==> config.mk <==
export PLATFORM = sky130hd
export DESIGN_NAME = burst_reader
export DESIGN_NICKNAME = d
export VERILOG_FILES = /design/src/rtl/burst_reader_pkg.sv /design/src/rtl/burst_reader.sv
export SDC_FILE = /design/constraint.sdc
export NUM_CORES = 1
export LEC_CHECK = 0
export ABC_AREA = 1
export ABC_CLOCK_PERIOD_IN_PS = 2600
export BUFFER_PORTS_ARGS = -buffer_cell sky130_fd_sc_hd__clkbuf_2
export CORE_MARGIN = 5
export CORE_UTILIZATION = 50
export CTS_CLUSTER_DIAMETER = 200
export CTS_CLUSTER_SIZE = 40
export DETAILED_ROUTE_END_ITERATION = 12
export GPL_TIMING_DRIVEN = 0
export PLACE_DENSITY = 0.79
export SETUP_SLACK_MARGIN = 0.05
export SLEW_MARGIN = 25
export SYNTH_ARGS = -nofsm -noshare
export SYNTH_HDL_FRONTEND = slang
export SYNTH_SLANG_ARGS = --single-unit
==> constraint.sdc <==
create_clock -name clock -period 2.6 [get_ports clock]
set_clock_uncertainty 0.05 [all_clocks]
set_input_delay 0.39 -clock clock [delete_from_list [all_inputs] [get_ports clock]]
set_output_delay 0.39 -clock clock [all_outputs]
set_load 0.02 [all_outputs]
==> src/rtl/burst_reader_pkg.sv <==
// rtl/burst_reader_pkg.sv - shared constants and helpers for burst_reader
// Purpose: FSM state encoding, AXI length field width and the per-burst
//          byte-address increment used by burst_reader.
// Contents:
//   S_IDLE/S_REQ/S_DATA - FSM state codes
//   LEN_W               - width of the AXI beats-minus-one length field
//   byte_incr()         - bytes covered by a burst of (len+1) beats
package burst_reader_pkg;

  localparam logic [1:0] S_IDLE = 2'd0;
  localparam logic [1:0] S_REQ  = 2'd1;
  localparam logic [1:0] S_DATA = 2'd2;

  localparam int LEN_W = 8;

  // len is AXI-encoded (beats-1); width is the beat width in bits.
  function automatic logic [31:0] byte_incr(input logic [LEN_W-1:0] len,
                                            input int unsigned width);
    return (32'(len) + 32'd1) * (width / 32'd8);
  endfunction

endpackage

==> src/rtl/burst_reader.sv <==
// rtl/burst_reader.sv - drains a sync FIFO into fixed-length AXI write bursts
// Purpose: watches the FIFO level, issues one (addr, len) request per burst
//          and then passes exactly len+1 beats through, marking the last.
//          flush_i (and optionally an idle timeout) emits a short burst.
// Optional: define BURST_READER_TIMEOUT_EN to add the idle-timeout flush.
// Ports:
//   clock, reset            - clock, synchronous active-high reset
//   enable_i                - allows new bursts to start
//   flush_i                 - level request to emit residual data
//   level_i, fwready_i      - FIFO occupancy (lags 1 cycle) and write-ready
//   valid_i/ready_o/data_i  - FIFO read side
//   req_valid_o/req_ready_i - burst request handshake
//   req_len_o, req_addr_o   - beats-1 and byte address of the burst
//   valid_o/ready_i/last_o/data_o - output beat stream
//   busy_o                  - FSM not idle
module burst_reader
  import burst_reader_pkg::*;
#(
  parameter int          WIDTH   = 32,
  parameter int          ABITS   = 4,
  parameter int          BURST   = 8,
  parameter int          ADDRS   = 27,
  parameter int unsigned BASE    = 0,
  parameter int          TIMEOUT = 64
) (
  input  logic             clock,
  input  logic             reset,
  input  logic             enable_i,
  input  logic             flush_i,
  input  logic [ABITS-1:0] level_i,
  input  logic             fwready_i,
  input  logic             valid_i,
  output logic             ready_o,
  input  logic [WIDTH-1:0] data_i,
  output logic             req_valid_o,
  input  logic             req_ready_i,
  output logic [7:0]       req_len_o,
  output logic [ADDRS-1:0] req_addr_o,
  output logic             valid_o,
  input  logic             ready_i,
  output logic             last_o,
  output logic [WIDTH-1:0] data_o,
  output logic             busy_o
);

  localparam logic [ABITS:0] DEPTH_LEV = {1'b1, {ABITS{1'b0}}};
  localparam logic [ABITS:0] BURST_LEV = (ABITS+1)'(BURST);
  localparam logic [ABITS:0] ONE_LEV   = {{ABITS{1'b0}}, 1'b1};
  localparam logic [LEN_W-1:0] ONE_LEN = {{(LEN_W-1){1'b0}}, 1'b1};

  logic [1:0]       state;
  logic [LEN_W-1:0] len_q;
  logic [LEN_W-1:0] count;
  logic [ADDRS-1:0] addr_q;
  logic [ABITS:0]   lev;
  logic             flush_eff;
  logic             timeout_hit;
  logic             start;
  logic [LEN_W-1:0] len_next;
  logic             in_data;

  // A full FIFO wraps its level to 0; fwready low with data visible means DEPTH.
  always_comb begin
    lev = {1'b0, level_i};
    if (!fwready_i && valid_i) lev = DEPTH_LEV;
  end

`ifdef BURST_READER_TIMEOUT_EN
  logic [15:0] idle_cnt;

  assign timeout_hit = (idle_cnt >= 16'(TIMEOUT));

  always_ff @(posedge clock) begin
    if (reset) begin
      idle_cnt <= '0;
    end else if (state == S_IDLE && (lev != '0 || valid_i)) begin
      if (idle_cnt != 16'hFFFF) idle_cnt <= idle_cnt + 16'd1;
    end else begin
      idle_cnt <= '0;
    end
  end
`else
  assign timeout_hit = 1'b0;
`endif

  assign flush_eff = flush_i || timeout_hit;

  // Full burst takes priority over a flush. The lev=0/valid_i case drains a
  // word that sits only in the FIFO output register (not counted in level).
  always_comb begin
    start    = 1'b0;
    len_next = LEN_W'(BURST - 1);
    if (lev >= BURST_LEV) begin
      start    = 1'b1;
      len_next = LEN_W'(BURST - 1);
    end else if (flush_eff && lev != '0) begin
      start    = 1'b1;
      len_next = LEN_W'(lev - ONE_LEV);
    end else if (flush_eff && valid_i) begin
      start    = 1'b1;
      len_next = '0;
    end
  end

  always_ff @(posedge clock) begin
    if (reset) begin
      state  <= S_IDLE;
      len_q  <= '0;
      count  <= '0;
      addr_q <= ADDRS'(BASE);
    end else begin
      case (state)
        S_IDLE: begin
          if (enable_i && start) begin
            len_q <= len_next;
            state <= S_REQ;
          end
        end
        S_REQ: begin
          if (req_ready_i) begin
            state  <= S_DATA;
            count  <= '0;
            addr_q <= addr_q + ADDRS'(byte_incr(len_q, WIDTH));
          end
        end
        S_DATA: begin
          if (valid_i && ready_i) begin
            if (count == len_q) state <= S_IDLE;
            else                count <= count + ONE_LEN;
          end
        end
        default: state <= S_IDLE;
      endcase
    end
  end

  assign in_data     = (state == S_DATA);
  assign req_valid_o = (state == S_REQ);
  assign req_len_o   = len_q;
  assign req_addr_o  = addr_q;
  assign valid_o     = in_data && valid_i;
  assign ready_o     = in_data && ready_i;
  assign data_o      = data_i;
  assign last_o      = valid_o && (count == len_q);
  assign busy_o      = (state != S_IDLE);

endmodule

==> flow_summary.toml, run 1 <==
[synth]
synthMuxAreaShare_pct = 0
seq_area_frac_synth_pct = 25.7
yosysTopAreaCellShare_pct = 25.7
synth_cells = 506
syn-cell-area_mm2 = 0.00319
ys_warn_count = 0
synth-xor-area-share_pct = 2.75
synth_area_leaders = "dfxtp_1 26%, nand2_1 17%, buf_4 8.9%"
avgSynthCellArea_um2 = 6.31
synthAdderAreaFrac_pct = 5.73
synth_simple_gate_area_share_pct = 39.4
synth-seq-cells = 41
synth.distinct_cells = 35
synth_top_family_by_area = "simple AND/OR/NAND/NOR gates"
synth.largest_area_cell = "dfxtp_1"
synth_compound_area_share_pct = 8.55

[sta]
fmax_ghz = 0.432
rsz0062_at_grt = "no"
tns_ps = 0
whs_ps = 378
setup_viol = 0
tightest_slew_ps = 552
fin_crit_sh_pct = 89.1
slew_viol_final = 0
relSlewSlack_pct = 63.2
finalHoldViolCount = 0
post-route-min-period_ps = 2320

[floorplanning]
ios = 116
start_util_pct = 50.8
die_w_um = 89.9
rows = 29
fp.coreArea_mm2 = 0.00628
die-height_um = 89.9
dieArea_mm2 = 0.00808

[setup_path]
crit_path_end_kind = "flip-flop"
critPathBufInv = 0
crit_required_ps = 2730
path_delay_family = "simple AND/OR/NAND/NOR gates"
crit_arrival_ps = 2450
crit_slowest_cell = "dfxtp_2"
crit_top_cell = "nand2_1"
worstSetupPathType = "flip-flop to flip-flop"
crit_path_max_fanout = 8
critPathMaxStageDelay_ps = 380
crit_chain = "ha_1, nand2_1, nor3_2, nor2_1, ha_1, nand2_1, nor2_2, and2_1, nand2_1, nand2_4, nand2_1, o21ai_0, nor2_1"
regToRegSetupSlack_ps = 280
start_kind = "flip-flop"

[power_and_ir_drop]
p_leak_nw = 2.00
power_density_mw_per_mm2 = 436
ir_worst_vdd_uv = 360

[global_route]
grt_pass1_vias = 3265
track_usage_pct = 19.9
grt_pass1_wl_mm = 14.1
antenna_found_initial = 0
grt_max_degree = 13
overflow = 0

[clocking]
insertion_delay_ps = 290
cts_sinks = 41
cts_buffers = 5
clkTransAtPathRegs_ps = 80
cts_tree = "done"
cts-root-buf = "clkbuf_8"
clock_path_buffers = 2
htreeDepth = 2

[placement]
port_buffers = 80
place.gp.congestion = 0.927
dp_hpwl_mm = 6.42

[drt]
drc = 0
via_count = 3410
wl_per_cell_um = 12.0
dr.pass1.iters = 5
vias_per_cell = 5.07
met1Wirelength_mm = 3.34
postRouteAntennaNets = 0
drt_iter0_markers = 215
drt-total-wl_mm = 8.09
met3_length_um = 733
routed.top_layer = "met4"
wl_met2_mm = 3.89

[cells_and_area]
drive_gt1_share_pct = 26.8
nNetsFinal = 653
nFillCells = 606
antennaDiodeCount = 0
area_growth_pct = 20.8

[run]
cap_violations = 0

[run_status]
status = "finished, final reports clean"

[hold_path]
hp-class = "input pin to flip-flop"
[flip-flops by register name, summed over array words and instances (netlist names)]
register,count
state,2
count,8
req_len_o,6
req_addr_o,25
[path summary, 6_finish.rpt]
check / endpoint / depth (start not counted) / from
max: req_addr_o[19] / 13 / req_len_o[0]
min: req_len_o[6] / 3 / enable_i
max reg2reg: req_addr_o[19] / 13 / req_len_o[0]
min reg2reg: req_addr_o[2] / 2 / req_addr_o[2]
[synth_stat cells]
| library cell | n |
|---|---|
| a21o_1 | 1 |
| a21oi_1 | 28 |
| a21oi_2 | 2 |
| and2_1 | 1 |
| buf_2 | 2 |
| buf_4 | 38 |
| buf_6 | 2 |
| clkbuf_1 | 3 |
| clkbuf_2 | 1 |
| conb_1 | 1 |
| dfxtp_1 | 41 |
| fa_1 | 1 |
| ha_1 | 13 |
| inv_1 | 61 |
| inv_2 | 1 |
| nand2_1 | 144 |
| nand2_2 | 2 |
| nand2_4 | 2 |
| nand3_1 | 38 |
| nand3_2 | 3 |
| nand3_4 | 1 |
| nand4_1 | 13 |
| nand4_2 | 1 |
| nor2_1 | 64 |
| nor2_2 | 1 |
| nor2_4 | 1 |
| nor3_1 | 8 |
| nor3_2 | 3 |
| nor3b_1 | 2 |
| o211ai_1 | 5 |
| o21ai_0 | 7 |
| o21ai_1 | 1 |
| o21bai_1 | 4 |
| xnor2_1 | 4 |
| xor2_1 | 6 |
[stage by stage]
step | power, mW | std cells | util, % | instance area, um2 | setup WS [ps]
finish | 1.68 | 673 | 61.4 | 3850 | 283
global route | 1.77 | 673 | 61.4 | 3850 | 44.9
CTS | 1.68 | 672 | 60.7 | 3810 | 69.6
detailed placement | 1.14 | 664 | 58.8 | 3690 | 71.0
global placement | 1.13 | 664 | 58.8 | 3690 | 93.9
floorplan | 1.03 | 507 | - | 3190 | 286
[placed cells by master (no fill, tap or decap), types with 6 or more instances in the layout]
cell | Yosys | final
clkbuf_8 | 0 | 6
dfxtp_1 | 41 | 36
clkbuf_2 | 1 | 81
buf_4 | 38 | 39
nand2_1 | 144 | 143
nand4_1 | 13 | 13
nor2_1 | 64 | 62
xor2_1 | 6 | 6
o21ai_0 | 7 | 7
nor3_1 | 8 | 7
inv_1 | 61 | 61
a21oi_1 | 28 | 27
nand3_1 | 38 | 37
ha_1 | 13 | 12
[routing by layer]
layer  vias to the layer above  GRT usage (%)
met5                         -              0
met4                         0           6.20
met3                        14           5.76
met2                       130           35.1
met1                      1515           23.1
li1                       1751              -
[tightest hold or removal path, stage by stage]
cell	delay [ps]
clkbuf_2	110
nand4_1	120
a21oi_1	60
[timing repair]
| item | in CTS | in global routing |
|---|---|---|
| gates resized for setup | 0 | 12 |
| endpoints found under the setup margin | 0 | 17 |
| hold buffers | 0 | 0 |
| setup buffers | 0 | 1 |
[layout make-up]
cell class / instances / area [um2] / area share (%)
buffer: 46 / 334 / 8.67
clock buffer: 7 / 86.3 / 2.24
clock inverter: 1 / 30.0 / 0.779
inverter: 62 / 233 / 6.04
multi-input combinational: 358 / 1840 / 47.7
sequential: 41 / 827 / 21.5
tap: 77 / 96.3 / 2.50
timing repair buffer: 81 / 408 / 10.6
[logic make-up (layout without fill, tap and decap cells)]
family | Yosys count | in the layout
XOR/XNOR | 10 | 10
other | 1 | 2
flip-flops | 41 | 41
adder cells (fa/ha/maj) | 14 | 14
buffers and inverters | 108 | 197
AND/OR/NAND/NOR | 284 | 284
AO/OA/AOI/OAI | 48 | 48
[power breakdown]
group | total [mW] | leakage [nW] | internal, mW | switching (mW)
clock | 0.544 | 0.0585 | 0.313 | 0.231
sequential | 0.687 | 0.334 | 0.655 | 0.0318
combinational | 0.451 | 1.61 | 0.172 | 0.280
Power figures use the tool's default switching activity.
==> inputs of run 2 (changes only) <==
- CORE_UTILIZATION: 50 -> 41
- CTS_BUF_LIST: unset -> sky130_fd_sc_hd__clkbuf_8
- PLACE_DENSITY: 0.79 -> 0.66
==> run 2 against run 1 <==
Compared with the run above: final cell count grew 3.7%; critical path depth rose by 1; total power fell by 6.5%; critical endpoint is now req_addr_o[13]; die area up 19%; register-to-register slack lost 80 ps; sequential power is essentially flat; design area is 0.42% higher.
==> flow_summary.toml, run 2 (synthesis results as in run 1) <==
[clocking]
cts_sinks = 41
clock_path_buffers = 2
cts_tree = "done"
cts_buffers = 5
cts-root-buf = "clkbuf_8"
insertion_delay_ps = 300
htreeDepth = 2
clkTransAtPathRegs_ps = 90

[cells_and_area]
area_growth_pct = 21.3
antennaDiodeCount = 0
final_util_pct = 50.6
nNetsFinal = 653
largest_reg_flops = 25
drive_gt1_share_pct = 26.8
layout_common_cells = "143 x nand2_1, 81 x clkbuf_2, 62 x nor2_1"
final_area_mm2 = 0.00387
layout_commonest_cell = "nand2_1"

[sta]
slew_viol_final = 0
fmax_ghz = 0.418
rsz0062_at_grt = "no"
post-route-min-period_ps = 2390
fin_crit_sh_pct = 92.1
timing.final.ws_setup_ps = 206
tns_ps = 0
relSlewSlack_pct = 61.4
setup_viol = 0
finalHoldViolCount = 0
tightest_slew_ps = 579

[global_route]
grt_pass1_wl_mm = 14.0
top_usage_layer = "met2"
grtUsageMet3_pct = 3.36
grt_pass1_vias = 3123
overflow = 0
track_usage_pct = 17.2
grt.met1_usage_pct = 21.9
antenna_found_initial = 0
grt_max_degree = 14
grt.met2_usage_pct = 29.5

[placement]
dpl_worst_slack_ps = 14.0
place.gp.congestion = 0.959
placed_cell_area_mm2 = 0.00372
port_buffers = 80
dp_hpwl_mm = 6.61

[floorplanning]
start_util_pct = 41.7
ios = 116
die_w_um = 98.2
rows = 32
dieArea_mm2 = 0.00965
die-height_um = 98.2
fp.coreArea_mm2 = 0.00765

[run_status]
status = "finished, final reports clean"

[drt]
postRouteAntennaNets = 0
wl_per_cell_um = 12.2
drt_iter0_markers = 141
via_count = 3360
drt-total-wl_mm = 8.48
drc = 0
vias_per_cell = 4.81
dr.pass1.iters = 4

[setup_path]
crit_arrival_ps = 2550
worstSetupPathType = "flip-flop to flip-flop"
crit_path_end_kind = "flip-flop"
rr_worst_depth = 14
crit_required_ps = 2760
start_kind = "flip-flop"
crit_path_max_fanout = 5

[power_and_ir_drop]
p_leak_nw = 2.00
ir_worst_vdd_uv = 209
power_density_mw_per_mm2 = 407

[hold_path]
hold_depth = 3
hp-class = "input pin to flip-flop"

[run]
cap_violations = 0
-- run 2: cell types whose count changed in the layout (fill, tap and decap cells not counted), sizes merged --
cell	previous run	this run
clkinvlp	0	1
clkbuf	91	89
clkinv	0	2
bufinv	1	0
-- run 2: metrics by stage --
stage               std cells  hold WS (ps)  power [mW]
floorplan                 507           417        1.03
global placement          689           438        1.14
detailed placement        689           445        1.15
CTS                       697           355        1.58
global route              698           408        1.67
finish                    698           360        1.57
-- run 2: report_power, final --
| group | switching, mW | internal, mW |
|---|---|---|
| Combinational | 0.283 | 0.170 |
| Sequential | 0.0326 | 0.655 |
| Clock | 0.247 | 0.186 |
-- run 2: worst paths after layout --
kind / end / start / slack [ps]
max: req_addr_o[13] / req_len_o[0] / 210
min: req_len_o[3] / enable_i / 360
max reg2reg: req_addr_o[13] / req_len_o[0] / 210
min reg2reg: count[4] / count[4] / 460
-- run 2: layout make-up --
type / instances / area (um2)
sequential: 41 / 827
fill: 809 / 3780
tap: 102 / 128
timing repair buffer: 81 / 408
clock buffer: 5 / 68.8
buffer: 46 / 334
multi-input combinational: 358 / 1860
inverter: 62 / 233
clock inverter: 3 / 17.5
-- run 2: worst max-delay path: stages (launching register included) --
cell	delay, ps
dfxtp_2	390
ha_1	180
nand2_1	110
nor3_4	220
nor2_1	70
ha_1	360
nand2_1	120
nor2_2	170
nand3_1	90
nand3_1	160
nand3_1	120
nand2_1	100
nand2_1	60
nand2_1	60
inv_1	30
-- run 2: what timing repair did --
| item | CTS | global route |
|---|---|---|
| pin swaps | 0 | 1 |
| resized for setup | 2 | 13 |
| setup endpoints to repair | 3 | 18 |
| buffers inserted | 0 | 1 |
| hold buffers | 0 | 0 |
| cloned | 0 | 0 |
-- run 2: routing by layer --
layer / wire length (um) / part of all wire (%)
met5: 0 / 0
met4: 79 / 0.93
met3: 556 / 6.6
met1: 3880 / 46
met2: 3970 / 47
==> inputs of run 3 (changes only) <==
- CORE_UTILIZATION: 41 -> 50
- PLACE_DENSITY: 0.66 -> 0.79
==> run 3 against run 2 <==
Compared with the run above: first-iteration DRC count rose by 52%; wire length down 4.5%; non-clock buffer count stayed put; critical path type unchanged; setup slack improved by 78 ps; highest routed layer unchanged; fmax rose by 3.4%; combinational power is essentially flat; critical path depth is 1 lower; sequential power hardly changed; largest power group unchanged; count of clock-buffer cells in the layout grew 1; sequential share of layout area is 0.090 points higher; hold slack improved by 19 ps.
==> flow_summary.toml, run 3 (synthesis results as in run 1) <==
[global_route]
antenna_found_initial = 0
grt_pass1_wl_mm = 14.1
grt_max_degree = 13
grt_pass1_vias = 3265
track_usage_pct = 19.9
overflow = 0

[setup_path]
crit_arrival_ps = 2450
start_kind = "flip-flop"
crit_slowest_cell = "dfxtp_2"
worstSetupPathType = "flip-flop to flip-flop"
crit_top_cell = "nand2_1"
critPathMaxStageDelay_ps = 380
crit_path_max_fanout = 8
crit_required_ps = 2730
crit_path_end_kind = "flip-flop"
crit_chain = "ha_1, nand2_1, nor3_2, nor2_1, ha_1, nand2_1, nor2_2, and2_1, nand2_1, nand2_4, nand2_1, o21ai_0, nor2_1"

[placement]
place.gp.congestion = 0.927
dp_hpwl_mm = 6.42
dpl_worst_slack_ps = 71.0
port_buffers = 80

[power_and_ir_drop]
power_mw = 1.68
p_leak_nw = 2.01
ir_worst_vdd_uv = 360
power_density_mw_per_mm2 = 435

[floorplanning]
die-height_um = 89.9
start_util_pct = 50.8
die_w_um = 89.9
ios = 116
rows = 29
fp.coreArea_mm2 = 0.00628
dieArea_mm2 = 0.00808

[sta]
fmax_ghz = 0.432
slew_viol_final = 0
fin_crit_sh_pct = 89.1
post-route-min-period_ps = 2320
tns_ps = 0
finalHoldViolCount = 0
tightest_slew_ps = 552
setup_viol = 0
relSlewSlack_pct = 63.2
timing.final.ws_setup_ps = 284
rsz0062_at_grt = "no"
whs_ps = 378

[clocking]
cts_sinks = 41
cts_buffers = 5
clkTransAtPathRegs_ps = 80
insertion_delay_ps = 290
htreeDepth = 2
clock_path_buffers = 2
cts-root-buf = "clkbuf_8"
postCtsHoldBufs = 0
cts_tree = "done"

[cells_and_area]
antennaDiodeCount = 0
area_growth_pct = 20.8
layout_commonest_cell = "nand2_1"
layout_common_cells = "143 x nand2_1, 81 x clkbuf_2, 62 x inv_1, 62 x nor2_1, 39 x buf_4"
drive_gt1_share_pct = 26.8
nNetsFinal = 653
final_util_pct = 61.4
largest_reg_flops = 25

[drt]
via_count = 3414
vias_per_cell = 5.07
drt_iter0_markers = 215
wl_per_cell_um = 12.0
drc = 0
dr.pass1.iters = 5
drt-total-wl_mm = 8.10
postRouteAntennaNets = 0

[run]
cap_violations = 0

[hold_path]
hp-class = "input pin to flip-flop"

[run_status]
status = "finished, final reports clean"
[run 3: stage by stage]
stage                     cells  cell area [um2]
after global routing        673             3850
final                       673             3850
after global placement      664             3690
after floorplan             507             3190
after CTS                   672             3810
after detailed placement    664             3690
[run 3: worst max-delay path: cells and delay by family (launching register included)]
kind | cells | cell delay (ps)
simple gates | 10 | 1080
fa+ha+maj | 2 | 510
flops | 1 | 380
compound gates | 1 | 160
[run 3: final cells by class]
| type | instances | area, um2 |
|---|---|---|
| clock inverter | 2 | 33.8 |
| multi-input combinational | 358 | 1840 |
| tap | 77 | 96.3 |
| inverter | 62 | 233 |
| timing repair buffer | 81 | 408 |
| fill | 606 | 2420 |
| clock buffer | 6 | 82.6 |
| buffer | 46 | 334 |
| sequential | 41 | 827 |
[run 3: routing by layer]
| metal | vias up | part of all wire [%] | GRT usage (%) |
|---|---|---|---|
| met4 | 0 | 1.6 | 6.20 |
| li1 | 1751 | - | - |
| met3 | 14 | 9.4 | 5.76 |
| met1 | 1519 | 41 | 23.1 |
| met5 | - | 0 | 0 |
| met2 | 130 | 48 | 35.1 |
[run 3: power breakdown]
group / switching [mW] / internal, mW
Clock: 0.231 / 0.310
Combinational: 0.280 / 0.171
Sequential: 0.0318 / 0.655
[run 3: path summary, 6_finish.rpt]
| path | slack (ps) | cells past startpoint | to | from |
|---|---|---|---|---|
| hold / removal | 380 | 3 | req_len_o[6] | enable_i |
| setup reg to reg | 280 | 13 | req_addr_o[19] | req_len_o[0] |
| setup / recovery | 280 | 13 | req_addr_o[19] | req_len_o[0] |
| hold reg to reg | 460 | 2 | req_addr_o[2] | req_addr_o[2] |
[run 3: timing repair]
| item | 4_1_cts | 5_1_grt |
|---|---|---|
| endpoints found under the setup margin | 0 | 17 |
| resized for setup | 0 | 12 |
| buffers inserted | 0 | 1 |
